$ cat src/rtl/out_ascii_fmt_pkg.sv
// Shared constants and state encoding for the OUTBOX-to-UART decimal formatter.
package out_ascii_fmt_pkg;

  localparam logic [7:0] ASCII_ZERO  = 8'h30;
  localparam logic [7:0] ASCII_MINUS = 8'h2D;

  typedef enum logic [2:0] {
    ST_IDLE,
    ST_POP,
    ST_CONV,
    ST_SIGN,
    ST_HUND,
    ST_TENS,
    ST_UNITS,
    ST_TERM
  } state_t;

  // First digit state after the sign (or straight after CONV): leading zeros are skipped.
  function automatic state_t first_digit(input logic [1:0] h, input logic [3:0] t);
    if (h != 2'd0)      return ST_HUND;
    else if (t != 4'd0) return ST_TENS;
    else                return ST_UNITS;
  endfunction

endpackage

$ cat src/rtl/out_ascii_fmt_if.sv
// OUTBOX read side and UART TX write side of the formatter, bundled.
interface out_ascii_fmt_if;
  logic       i_empty_n;
  logic [7:0] i_data;
  logic       o_pop;
  logic       i_busy;
  logic       o_wr;
  logic [7:0] o_data;
  logic       o_idle;

  modport master (
    input  i_empty_n, i_data, i_busy,
    output o_pop, o_wr, o_data, o_idle
  );

  modport slave (
    output i_empty_n, i_data, i_busy,
    input  o_pop, o_wr, o_data, o_idle
  );
endinterface

$ cat src/rtl/out_ascii_fmt_bin2dec3.sv
// Combinational 8-bit binary to three decimal digits, compare/subtract chain, no divider.
module bin2dec3 (
  input  logic [7:0] i_mag,
  output logic [1:0] o_h,
  output logic [3:0] o_t,
  output logic [3:0] o_u
);

  logic [7:0] rem;

  // Peel off hundreds, then up to nine tens; what remains is the units digit.
  always_comb begin
    o_h = '0;
    o_t = '0;
    rem = i_mag;
    if (rem >= 8'd200) begin
      o_h = 2'd2;
      rem = rem - 8'd200;
    end else if (rem >= 8'd100) begin
      o_h = 2'd1;
      rem = rem - 8'd100;
    end
    for (int unsigned k = 0; k < 9; k++) begin
      if (rem >= 8'd10) begin
        rem = rem - 8'd10;
        o_t = o_t + 4'd1;
      end
    end
    o_u = rem[3:0];
  end

endmodule

$ cat src/rtl/out_ascii_fmt.sv
// Pops one OUTBOX value, prints it as ASCII decimal (optional '-') plus a terminator to txuartlite.
module out_ascii_fmt
  import out_ascii_fmt_pkg::*;
#(
  parameter bit         SIGNED = 1'b1,
  parameter logic [7:0] TERM   = 8'h0A
) (
  input  logic            clk,
  input  logic            i_rst_n,
  out_ascii_fmt_if.master bus
);

  state_t     state_q, state_d;
  logic [7:0] cap_q;
  logic       neg_q;
  logic [1:0] h_q;
  logic [3:0] t_q, u_q;
  logic       wr_q;
  logic [7:0] data_q;

  logic       is_neg;
  logic [7:0] mag;
  logic [1:0] h;
  logic [3:0] t, u;
  logic       wr, pop, emit;
  logic [7:0] ch;

  // Two's complement negate in 8 bits still yields 128 (0x80) for -128, so no 9th bit is kept.
  assign is_neg = SIGNED && cap_q[7];
  assign mag    = is_neg ? (~cap_q) + 8'd1 : cap_q;

  bin2dec3 u_bin2dec3 (
    .i_mag (mag),
    .o_h   (h),
    .o_t   (t),
    .o_u   (u)
  );

  // State, captured value, digit registers and write-guard/data history.
  always_ff @(posedge clk) begin
    if (!i_rst_n) begin
      state_q <= ST_IDLE;
      cap_q   <= '0;
      neg_q   <= 1'b0;
      h_q     <= '0;
      t_q     <= '0;
      u_q     <= '0;
      wr_q    <= 1'b0;
      data_q  <= '0;
    end else begin
      state_q <= state_d;
      wr_q    <= wr;
      data_q  <= bus.o_data;
      if (state_q == ST_POP) cap_q <= bus.i_data;
      if (state_q == ST_CONV) begin
        neg_q <= is_neg;
        h_q   <= h;
        t_q   <= t;
        u_q   <= u;
      end
    end
  end

  // Next state and strobes; a character state writes once TX is free and the guard cycle has passed.
  always_comb begin
    state_d = state_q;
    wr      = 1'b0;
    pop     = 1'b0;
    ch      = data_q;
    emit    = i_rst_n && !bus.i_busy && !wr_q;
    unique case (state_q)
      ST_IDLE: begin
        if (bus.i_empty_n) state_d = ST_POP;
      end
      ST_POP: begin
        pop     = i_rst_n;
        state_d = ST_CONV;
      end
      ST_CONV: begin
        state_d = is_neg ? ST_SIGN : first_digit(h, t);
      end
      ST_SIGN: begin
        ch = ASCII_MINUS;
        if (emit) begin
          wr      = 1'b1;
          state_d = first_digit(h_q, t_q);
        end
      end
      ST_HUND: begin
        ch = ASCII_ZERO + {6'd0, h_q};
        if (emit) begin
          wr      = 1'b1;
          state_d = ST_TENS;
        end
      end
      ST_TENS: begin
        ch = ASCII_ZERO + {4'd0, t_q};
        if (emit) begin
          wr      = 1'b1;
          state_d = ST_UNITS;
        end
      end
      ST_UNITS: begin
        ch = ASCII_ZERO + {4'd0, u_q};
        if (emit) begin
          wr      = 1'b1;
          state_d = ST_TERM;
        end
      end
      ST_TERM: begin
        ch = TERM;
        if (emit) begin
          wr      = 1'b1;
          state_d = ST_IDLE;
        end
      end
      default: state_d = ST_IDLE;
    endcase
  end

  assign bus.o_pop  = pop;
  assign bus.o_wr   = wr;
  assign bus.o_data = wr ? ch : data_q;
  assign bus.o_idle = (state_q == ST_IDLE);

  // neg_q is kept for debug visibility of the converted value's sign.
  logic unused_neg;
  assign unused_neg = neg_q;

endmodule

$ cat src/flat_wrapper.sv
// flat-port wrapper written by rule: the top's interface ports become plain ports
module out_ascii_fmt_flat import out_ascii_fmt_pkg::*;
#(
  parameter bit         SIGNED = 1'b1,
  parameter logic [7:0] TERM   = 8'h0A
)
  (clk, i_rst_n, bus_i_empty_n, bus_i_data, bus_i_busy, bus_o_pop, bus_o_wr, bus_o_data, bus_o_idle);
  out_ascii_fmt_if bus_i ();
  input  logic clk;
  input  logic i_rst_n;
  input wire logic [$bits(bus_i.i_empty_n)-1:0] bus_i_empty_n;
  input wire logic [$bits(bus_i.i_data)-1:0] bus_i_data;
  input wire logic [$bits(bus_i.i_busy)-1:0] bus_i_busy;
  output wire logic [$bits(bus_i.o_pop)-1:0] bus_o_pop;
  output wire logic [$bits(bus_i.o_wr)-1:0] bus_o_wr;
  output wire logic [$bits(bus_i.o_data)-1:0] bus_o_data;
  output wire logic [$bits(bus_i.o_idle)-1:0] bus_o_idle;
  assign bus_i.i_empty_n = bus_i_empty_n;
  assign bus_i.i_data = bus_i_data;
  assign bus_i.i_busy = bus_i_busy;
  assign bus_o_pop = bus_i.o_pop;
  assign bus_o_wr = bus_i.o_wr;
  assign bus_o_data = bus_i.o_data;
  assign bus_o_idle = bus_i.o_idle;
  out_ascii_fmt #(.SIGNED(SIGNED), .TERM(TERM)) u_core (.clk(clk), .i_rst_n(i_rst_n), .bus(bus_i));
endmodule
$ cat config.mk
export PLATFORM = sky130hd
export DESIGN_NAME = out_ascii_fmt_flat
export DESIGN_NICKNAME = d
export VERILOG_FILES = /design/src/rtl/out_ascii_fmt_pkg.sv /design/src/rtl/out_ascii_fmt_if.sv /design/src/rtl/out_ascii_fmt_bin2dec3.sv /design/src/rtl/out_ascii_fmt.sv /design/src/flat_wrapper.sv
export SDC_FILE = /design/constraint.sdc
export NUM_CORES = 1
export LEC_CHECK = 0
export ABC_CLOCK_PERIOD_IN_PS = 10200
export CAP_MARGIN = 40
export CORE_UTILIZATION = 59
export CTS_CLUSTER_SIZE = 14
export DETAILED_ROUTE_END_ITERATION = 8
export DONT_BUFFER_PORTS = 1
export GPL_TIMING_DRIVEN = 0
export PLACE_DENSITY = 0.78
export SLEW_MARGIN = 20
export SYNTH_ARGS = -nofsm -noshare
export SYNTH_HDL_FRONTEND = slang
export SYNTH_SLANG_ARGS = --single-unit
$ cat constraint.sdc
create_clock -name clk -period 10.2 [get_ports clk]
set_clock_uncertainty 0.15 [all_clocks]
set_input_delay 2.04 -clock clk [delete_from_list [all_inputs] [get_ports clk]]
set_output_delay 2.04 -clock clk [all_outputs]
set_load 0.02 [all_outputs]
After elaboration in Yosys (flattened, before gate mapping) --
Index checks and enable logic that the tools add are counted.
Storage, ports and cells: word-level logic and storage cells 106, register bits 30, input bits 12
Cells by class: equal/unequal tests 13, bitwise logic cells 1, $add $sub $neg 23, muxes and demuxes 40, reductions and logical operators 11, magnitude comparators 11
Operators by type and width (count):
- $mux 8 | 12
- $ge 8x4->1 const B | 9
- $sub 8x4->8 const B | 8
- $pmux 8 s5 | 1
- $mux 4 | 9
- $add 4x1->4 const B | 8
- $mux 3 | 9
- $pmux 3 s8 | 1
- $add 6x4->7 const A | 2
- $eq 3x3->1 const B | 4
- $ne 2x1->1 const B | 5
- $add 8x1->8 const B | 1
- $ge 8x7->1 const B | 1
- $ge 8x8->1 const B | 1
- $not 8->8 | 1
- $reduce_bool 4->1 | 2
- $sub 8x7->8 const B | 1
- $sub 8x8->8 const B | 1
- $add 6x2->7 const A | 1
- $eq 3x2->1 const B | 2
- $mux 2 | 3
- $reduce_and 6->1 | 1
- $mux 1 | 5
- $reduce_or 5->1 | 1
- other kinds (7) | 10

Depth between registers and ports, before layout --
depth in word-level cells 29, mapped depth 56, mapped depth without buffers 50

Modules after synthesis --
A second synthesis with hierarchy kept.
Unflattened totals: cells, all modules 625, area total of the unflattened synthesis 4874.7 µm²
By module, submodules not included:
- bin2dec3 | seq. area each 0.0 µm², instances 1, cells an instance 454, area each 3340.7 µm²
- out_ascii_fmt | seq. area each 600.6 µm², instances 1, cells an instance 171, area each 1534.0 µm²

Least setup slack after synthesis --
No wires, ideal clock.
kind register -> register, start register u_core.cap_q[0], end register u_core.state_q[1], cell stages (with the launch flop) 54, path slack -0.304 ns, period minus slack after synthesis 10.504 ns, arrival 10.237 ns, library setup time 0.117 ns, cell sequence dfxtp_1 > buf_2 > clkinv_1 > ha_1 > nor3b_1 > o211ai_1 > inv_1 > ha_1 > and3_1 > a221oi_1 > a31o_4 > xnor2_1 > ha_1 > nand2_1 > a211oi_2 > nand2b_1 > buf_2 > xnor2_1 > [18 not listed] > mux2_2 > a211o_2 > nand2_2 > nor2_2 > o211ai_1 > xor2_1 > ha_1 > nand2_1 > a32oi_1 > or2_1 > buf_2 > mux2_2 > ha_1 > xor2_1 > xnor2_1 > nor3_1 > a32o_2 > a32o_1
Between the ends: word-level cells in the longest chain between the ends 29
RTL lines:
- from (decl) | RTL line out_ascii_fmt.sv:14 | logic [7:0] cap_q;
- from (signal assigned) | RTL line out_ascii_fmt.sv:54 | if (state_q == ST_POP) cap_q <= bus.i_data;
- $not 8->8 | RTL line out_ascii_fmt.sv:30 | assign mag = is_neg ? (~cap_q) + 8'd1 : cap_q;
- $add 8x1->8 | RTL line out_ascii_fmt.sv:30
- $mux 8 (*) | RTL line out_ascii_fmt.sv:30
- $sub 8x7->8 / $ge 8x7->1 (equally long branches) | RTL line out_ascii_fmt_bin2dec3.sv:21, out_ascii_fmt_bin2dec3.sv:19
- $mux 8 | RTL line out_ascii_fmt_bin2dec3.sv:19 | end else if (rem >= 8'd100) begin
- $mux 8 | RTL line out_ascii_fmt_bin2dec3.sv:16 | if (rem >= 8'd200) begin
- $sub 8x4->8 / $ge 8x4->1 (equally long branches) | RTL line out_ascii_fmt_bin2dec3.sv:25, out_ascii_fmt_bin2dec3.sv:24
- $mux 8 / $mux 1 (equally long branches) | RTL line out_ascii_fmt_bin2dec3.sv:24 | if (rem >= 8'd10) begin
- [13 not listed]
- $mux 8 / $mux 4 (equally long branches) | RTL line out_ascii_fmt_bin2dec3.sv:24
- $ge 8x4->1 / $add 4x1->4 (equally long branches) | RTL line out_ascii_fmt_bin2dec3.sv:24, out_ascii_fmt_bin2dec3.sv:26
- $mux 4 | RTL line out_ascii_fmt_bin2dec3.sv:24
- $reduce_bool 4->1 | RTL line out_ascii_fmt_pkg.sv:21 | else if (t != 4'd0) return ST_TENS;
- $mux 2 | RTL line out_ascii_fmt_pkg.sv:21
- $mux 3 (*) | RTL line out_ascii_fmt_pkg.sv:20 | if (h != 2'd0) return ST_HUND;
- $mux 3 (*) | RTL line out_ascii_fmt.sv:80 | state_d = is_neg ? ST_SIGN : first_digit(h, t);
- $pmux 3 s8 (*) | RTL line out_ascii_fmt.sv:71 | unique case (state_q)
- to (signal assigned) | RTL line out_ascii_fmt.sv:51 | state_q <= state_d;
- to (decl) | RTL line out_ascii_fmt.sv:13 | state_t state_q, state_d;
Every way passes the cells marked *; elsewhere a longest branch is shown, timed or not. A chain may end at the register's enable or synchronous reset.

Final worst setup path --
Same ends and word-level chain as after synthesis.

==> results.py <==
metrics = {
    "timing": {
        "finalCriticalPeriod_ns": 10.28,
        "maxSlewHeadroom": 0.367,
        "tightest_slew_ns": 0.944,
        "setup_ws_ns": -0.0837,
        "tns_ns": -0.0954,
        "clock.fmax_mhz": 97.2,
        "period_share": 1.01,
        "slew_violations": 0,
        "setup_violations": 2,
        "grt_setup_unrepaired": "true",
        "finalHoldViolCount": 0,
    },
    "critical_path": {
        "end_kind": "register",
        "criticalPathCategory": "reg2reg",
        "crit_required_ns": 10.22,
        "r2r_cells": 52,
        "crit_fanout": 8,
        "cp_common_cell": "ha_4",
        "worst_path_largest_cell_delay_ns": 0.68,
        "crit_slowest_cell": "o41ai_1",
        "start_kind": "register",
        "crit_arrival_ns": 10.31,
    },
    "route": {
        "drtIter0Drc": 310,
        "routed_via_density": 6.58,
        "postRouteAntennaNets": 0,
        "num_vias": 5242,
        "wl_per_cell_um": 17.6,
        "drt_wl_total_um": 14000,
        "drc": 0,
        "dr.pass1.iters": 5,
    },
    "clock_tree": {
        "path_clk_slew_ns": 0.06,
        "clkSinkCount": 30,
        "ctsHoldBuffers": 0,
        "cts_tree": "yes",
        "insertion_delay_ns": 0.29,
        "cts_buffers": 5,
        "clockBufferDepth": 2,
        "cts_max_level": 2,
        "cts_root_buf": "clkbuf_8",
    },
    "synth": {
        "yosys_warnings": 0,
        "ys_seq_area_frac": 0.129,
        "synth_seq_cells": 30,
        "syn_nets": 654,
        "yosysTopAreaCellShare": 0.129,
        "netlist_area_um2": 4670,
        "synth_cells": 621,
        "synth.area.top_cells": "dfxtp_1, ha_1, nand2_1",
        "yosysTopAreaCell": "dfxtp_1",
        "synth_edf_count": 0,
        "synth.distinct_cells": 100,
        "ys.flop_type": "dfxtp_1",
        "avgSynthCellArea_um2": 7.52,
        "synthArstFlopShare": 0,
    },
    "placed_design": {
        "placed_area_um2": 4820,
        "port_buffers": 0,
        "dp_hpwl_um": 8930,
        "placedCellCount": 723,
        "globalplace.congestion": 0.895,
        "place_ws_ns": -1.18,
    },
    "global_route": {
        "grt_pass1_wl_um": 20700,
        "overflow": 0,
        "grt_pass1_vias": 4640,
        "grt_antenna_before_repair": 0,
        "grt_max_degree": 12,
        "track_usage": 0.297,
    },
    "final_layout": {
        "antennaDiodeCount": 0,
        "fin_area_um2": 5840,
        "layout-drive-gt1-share": 0.285,
        "layout.nets": 729,
        "area_growth_pct": 25.0,
        "final_cells": 797,
    },
    "run": {
        "maxCapViolCount": 0,
    },
    "floorplan": {
        "coreArea_um2": 7690,
        "die_area_um2": 8270,
        "die_h_um": 91.0,
        "start_util": 0.607,
        "dieWidth_um": 91.0,
        "pin_count": 23,
        "placementRows": 32,
    },
    "worst_hold_path": {
        "hold_depth": 2,
        "hold_class": "reg2reg",
    },
    "status": {
        "status": "finished with violations",
        "failed_checks": "setup timing",
    },
}
-- cell usage in the layout (no fill, tap or decap), types with 8 or more instances in the layout --
| cell | n |
|---|---|
| xor2_1 | 10 |
| ha_1 | 13 |
| and2_1 | 16 |
| a21boi_0 | 10 |
| nand2b_1 | 11 |
| nand2_1 | 64 |
| clkbuf_1 | 11 |
| mux2i_1 | 8 |
| a31oi_1 | 13 |
| and3_1 | 10 |
| nor2_1 | 37 |
| a21oi_1 | 33 |
| nor2b_1 | 8 |
| buf_4 | 68 |
| a211oi_1 | 9 |
| dfxtp_1 | 28 |
| nand3_1 | 17 |
| a21o_1 | 9 |
| xnor2_1 | 25 |
| o21ai_0 | 30 |
| buf_6 | 8 |
| nor3_1 | 13 |
| inv_1 | 16 |
-- per-layer routing --
metal / vias to the layer above / wire length [um] / track usage / share of wire
li1: 2486 / - / - / -
met1: 2445 / 5850 / 0.369 / 0.42
met2: 255 / 6760 / 0.529 / 0.48
met3: 56 / 970 / 0.0427 / 0.069
met4: 0 / 453 / 0.0847 / 0.032
met5: - / 0 / 0 / 0
-- cell usage after synthesis, drive strengths merged, types with 7 or more instances --
cell,n
a31oi,13
and3,12
nand4,7
nor3,17
nand3,19
or2,11
mux2i,11
nor2,42
nand2b,12
xor2,11
o211ai,10
xnor2,29
a21boi,11
clkbuf,12
and2,19
buf,18
o21ai,41
ha,21
a211oi,11
or3,7
a21oi,35
nand2,71
dfxtp,30
o21a,7
nor2b,8
a21o,10
inv,21
-- state kept, by name, indices dropped and copies added, names as in the netlist --
name	count
u_core.wr_q	1
u_core.cap_q	8
u_core.data_q	8
u_core.t_q	4
u_core.u_q	4
u_core.h_q	2
u_core.state_q	3
-- repair_timing --
| action | 4_1_cts | 5_1_grt |
|---|---|---|
| setup endpoints to repair | 9 | 9 |
| gates resized for setup | 41 | 47 |
| gates cloned | 0 | 0 |
| buffers inserted | 27 | 41 |
| pin swaps | 23 | 39 |
-- cell type report --
class	count	area [um2]
clock buffers	6	82.6
flip-flops and latches	30	606
inverters	23	104
multi-input cells	538	4210
fillers	535	1850
plain buffers	28	188
well taps	102	128
repair buffers	70	522
-- kinds of logic after synthesis --
group,share of synthesized area
xor gates and xnor gates,0.0831
AOI/OAI and AO/OA,0.350
adders and majority gates,0.0563
muxes,0.0407
buffers and inverters,0.0555
DFF,0.129
and+or+nand+nor,0.286
-- worst max-delay path: cells and delay by family (launching register included) --
family                   cells  cell delay [ns]
AO/OA/AOI/OAI               14             3.03
AND/OR/NAND/NOR             14             2.19
adder cells (fa/ha/maj)      7             1.35
XOR/XNOR                     6             1.19
buffers and inverters        8             0.95
multiplexers                 3             0.95
flip-flops                   1             0.32
-- through the flow --
step	hold slack, ns	utilization
after global routing	0.344	0.759
after floorplan	0.287	-
after detailed placement	0.309	0.626
final	0.327	0.759
after global placement	0.304	0.626
after CTS	0.318	0.690
-- final timing paths --
| path | startpoint | to | slack (ns) |
|---|---|---|---|
| worst max-delay path | u_core.cap_q[0]$_SDFFE_PN0P_ | u_core.state_q[1]$_SDFFE_PN0P_ | -0.08 |
| worst min-delay path | u_core.u_q[3]$_SDFFE_PN0N_ | u_core.u_q[3]$_SDFFE_PN0N_ | 0.33 |
| worst max register to register | u_core.cap_q[0]$_SDFFE_PN0P_ | u_core.state_q[1]$_SDFFE_PN0P_ | -0.08 |
| worst min register to register | u_core.u_q[3]$_SDFFE_PN0N_ | u_core.u_q[3]$_SDFFE_PN0N_ | 0.33 |
Power is not shown: default switching activity piles up to over one toggle a cycle in this logic, so the estimate is an artifact.
==> RTL change: new RTL, same flow settings <==
`TERM` is set to 8'h0A in 2 places; all go to 8'h09.
--- a/src/rtl/out_ascii_fmt.sv
+++ b/src/rtl/out_ascii_fmt.sv
@@ -3,7 +3,7 @@
   import out_ascii_fmt_pkg::*;
 #(
   parameter bit         SIGNED = 1'b1,
-  parameter logic [7:0] TERM   = 8'h0A
+  parameter logic [7:0] TERM   = 8'h09
 ) (
   input  logic            clk,
   input  logic            i_rst_n,
--- a/src/flat_wrapper.sv
+++ b/src/flat_wrapper.sv
@@ -2,7 +2,7 @@
 module out_ascii_fmt_flat import out_ascii_fmt_pkg::*;
 #(
   parameter bit         SIGNED = 1'b1,
-  parameter logic [7:0] TERM   = 8'h0A
+  parameter logic [7:0] TERM   = 8'h09
 )
   (clk, i_rst_n, bus_i_empty_n, bus_i_data, bus_i_busy, bus_o_pop, bus_o_wr, bus_o_data, bus_o_idle);
   out_ascii_fmt_if bus_i ();
Behaviour: not the same (Yosys sat finds a counterexample within 10 cycles, from zero or initial values and one cycle with i_rst_n low).
==> RTL change against the original RTL <==
Sequential share of layout area down 0.36 points; critical path depth shrank 4; non-clock buffer count fell by 6; count of clock-buffer cells in the layout unchanged; synthesized cell count increased by 2.9%; final area grew 4.2%; wire length increased by 3.2%; sequential cell count stayed put; synthesized area grew 1.7%; setup slack gained 0.21 ns; global-route usage is 0.82 points higher; maximum frequency is 2.1% higher.
Power is not shown: default switching activity piles up to over one toggle a cycle in this logic, so the estimate is an artifact.
==> RTL change: results (changes against the original RTL) <==
status: "finished, final reports clean"
synth_nets: 672  # +2.8%
worstPathArrival_ns: 10.11  # -0.20 ns
synth.distinct_cells: 103  # +3.0%
gp_congestion: 0.908  # +1.4%
cts_buffer_depth: 2  # unchanged
cpMaxStageDelayCell: "dfxtp_4"
avgViaCountPerCell: 6.72  # +2.2%
drive_above_1_share: 0.317  # +0.0320
slew_headroom: 0.398  # +0.0313
post-route-min-period_ns: 10.07  # -0.213 ns
worst_skew_pair.late_latency_ns: 0.28
pre_cts_slack_ns: -1.50  # -0.314 ns
dp_cells: 741  # +2.5%
ys_warn_count: 0  # unchanged
synthTopCellsByArea: "dfxtp_1 (13%), nand2_1 (5.9%), ha_1 (5.5%), xnor2_1 (4.4%), nor2_1 (4.3%)"
grt_use_met3: 0.0340  # -0.00872
cp-startpoint: "u_core.cap_q[1]"
grt_first_pass_wirelength_mm: 21.6  # +4.3%
seq_area_frac_synth: 0.127  # -0.00210
diodes: 0  # unchanged
track_usage: 0.305  # +0.00819
cts_buffers: 5  # unchanged
synthArstFlopShare: 0  # unchanged
ys_top_cells_by_count: "nand2_1 (74), nor2_1 (55), o21ai_0 (40), a21oi_1 (34), dfxtp_1 (30)"
hpwl_mm: 9.37  # +4.9%
rr_worst_depth: 48  # -7.7%
ctsHtreeMaxLevel: 2  # unchanged
holdWs_ns: 0.322  # -0.00489 ns
avgSynthCellArea_um2: 7.43  # -1.2%
numPortBuffers: 0  # unchanged
r2r_setup_slack_ns: 0.13  # +0.21 ns
drt_iter0_drc: 397  # +28%
crit_family: "compound AO/OA/AOI/OAI gates"
grt_max_degree: 11  # -1
setup_violations: 0  # -2
antenna_found_initial: 0  # unchanged
use_met2: 0.534  # +0.00479
wl_per_cell_um: 17.8  # +1.3%
first_global_vias: 4825  # +4.0%
critPathMaxFanout: 10  # +2
fillerInstances: 534  # -0.19%
routed_wl_mm: 14.5  # +3.2%
grt.met1_usage: 0.395  # +0.0254
placed_area_mm2: 0.00487  # +1.2%
dr.pass1.iters: 5  # unchanged
clk_pin_slew_ns: 0.06  # about the same
clockRootBuffer: "clkbuf_8"
final_area_mm2: 0.00608  # +4.2%
slowest_delay_ns: 0.38  # -0.30 ns
hold_class: "flop to flop"
==> RTL change: changes by cell type in the layout (fill, tap and decap cells not counted), moves of 5 or more <==
cell	delta
a21boi_0	+5
xnor2_1	-7
nor2_1	+17
o21ai_0	+6
a21oi_2	+6
a21oi_1	-5
==> RTL change: layout make-up <==
cell class | instances | share of cell area
multi-input cells | 556 | 0.737
flip-flops and latches | 30 | 0.100
repair buffers | 67 | 0.0843
plain buffers | 25 | 0.0263
well taps | 102 | 0.0210
inverters | 26 | 0.0181
clock buffers | 6 | 0.0136
==> RTL change: how the worst min path moves through the flow <==
stage,endpoint,from,depth (start not counted)
2_1_floorplan,u_core.u_q[2],u_core.u_q[2],2
3_3_place_gp,u_core.u_q[2],u_core.u_q[2],2
3_5_place_dp,u_core.u_q[3],u_core.u_q[3],2
4_1_cts,u_core.u_q[3],u_core.u_q[3],2
5_1_grt,u_core.t_q[2],u_core.t_q[2],2
6_report,u_core.u_q[0],u_core.u_q[0],2
==> RTL change: kinds of logic after synthesis <==
family | Yosys count | share of synthesized area
and+or+nand+nor | 252 | 0.271
AOI/OAI and AO/OA | 225 | 0.367
buffers and inverters | 53 | 0.0551
xor gates and xnor gates | 36 | 0.0754
DFF | 30 | 0.127
adders and majority gates | 23 | 0.0596
muxes | 20 | 0.0453
==> RTL change: routing by layer <==
metal  vias to the layer above  share of wire
li1                       2564              -
met1                      2588           0.43
met2                       267           0.49
met3                        41          0.058
met4                         0          0.019
met5                         -              0
==> RTL change: timing repair <==
item | 4_1_cts | 5_1_grt
setup endpoints to repair | 9 | 9
gates resized for setup | 48 | 92
gates cloned | 0 | 1
buffers inserted | 32 | 33
pin swaps | 18 | 35
==> RTL change: tightest hold or removal path, stage by stage, from the launching register on <==
cell and delay (ns):
dfxtp_1 0.31, nand2_1 0.05, a21boi_0 0.07
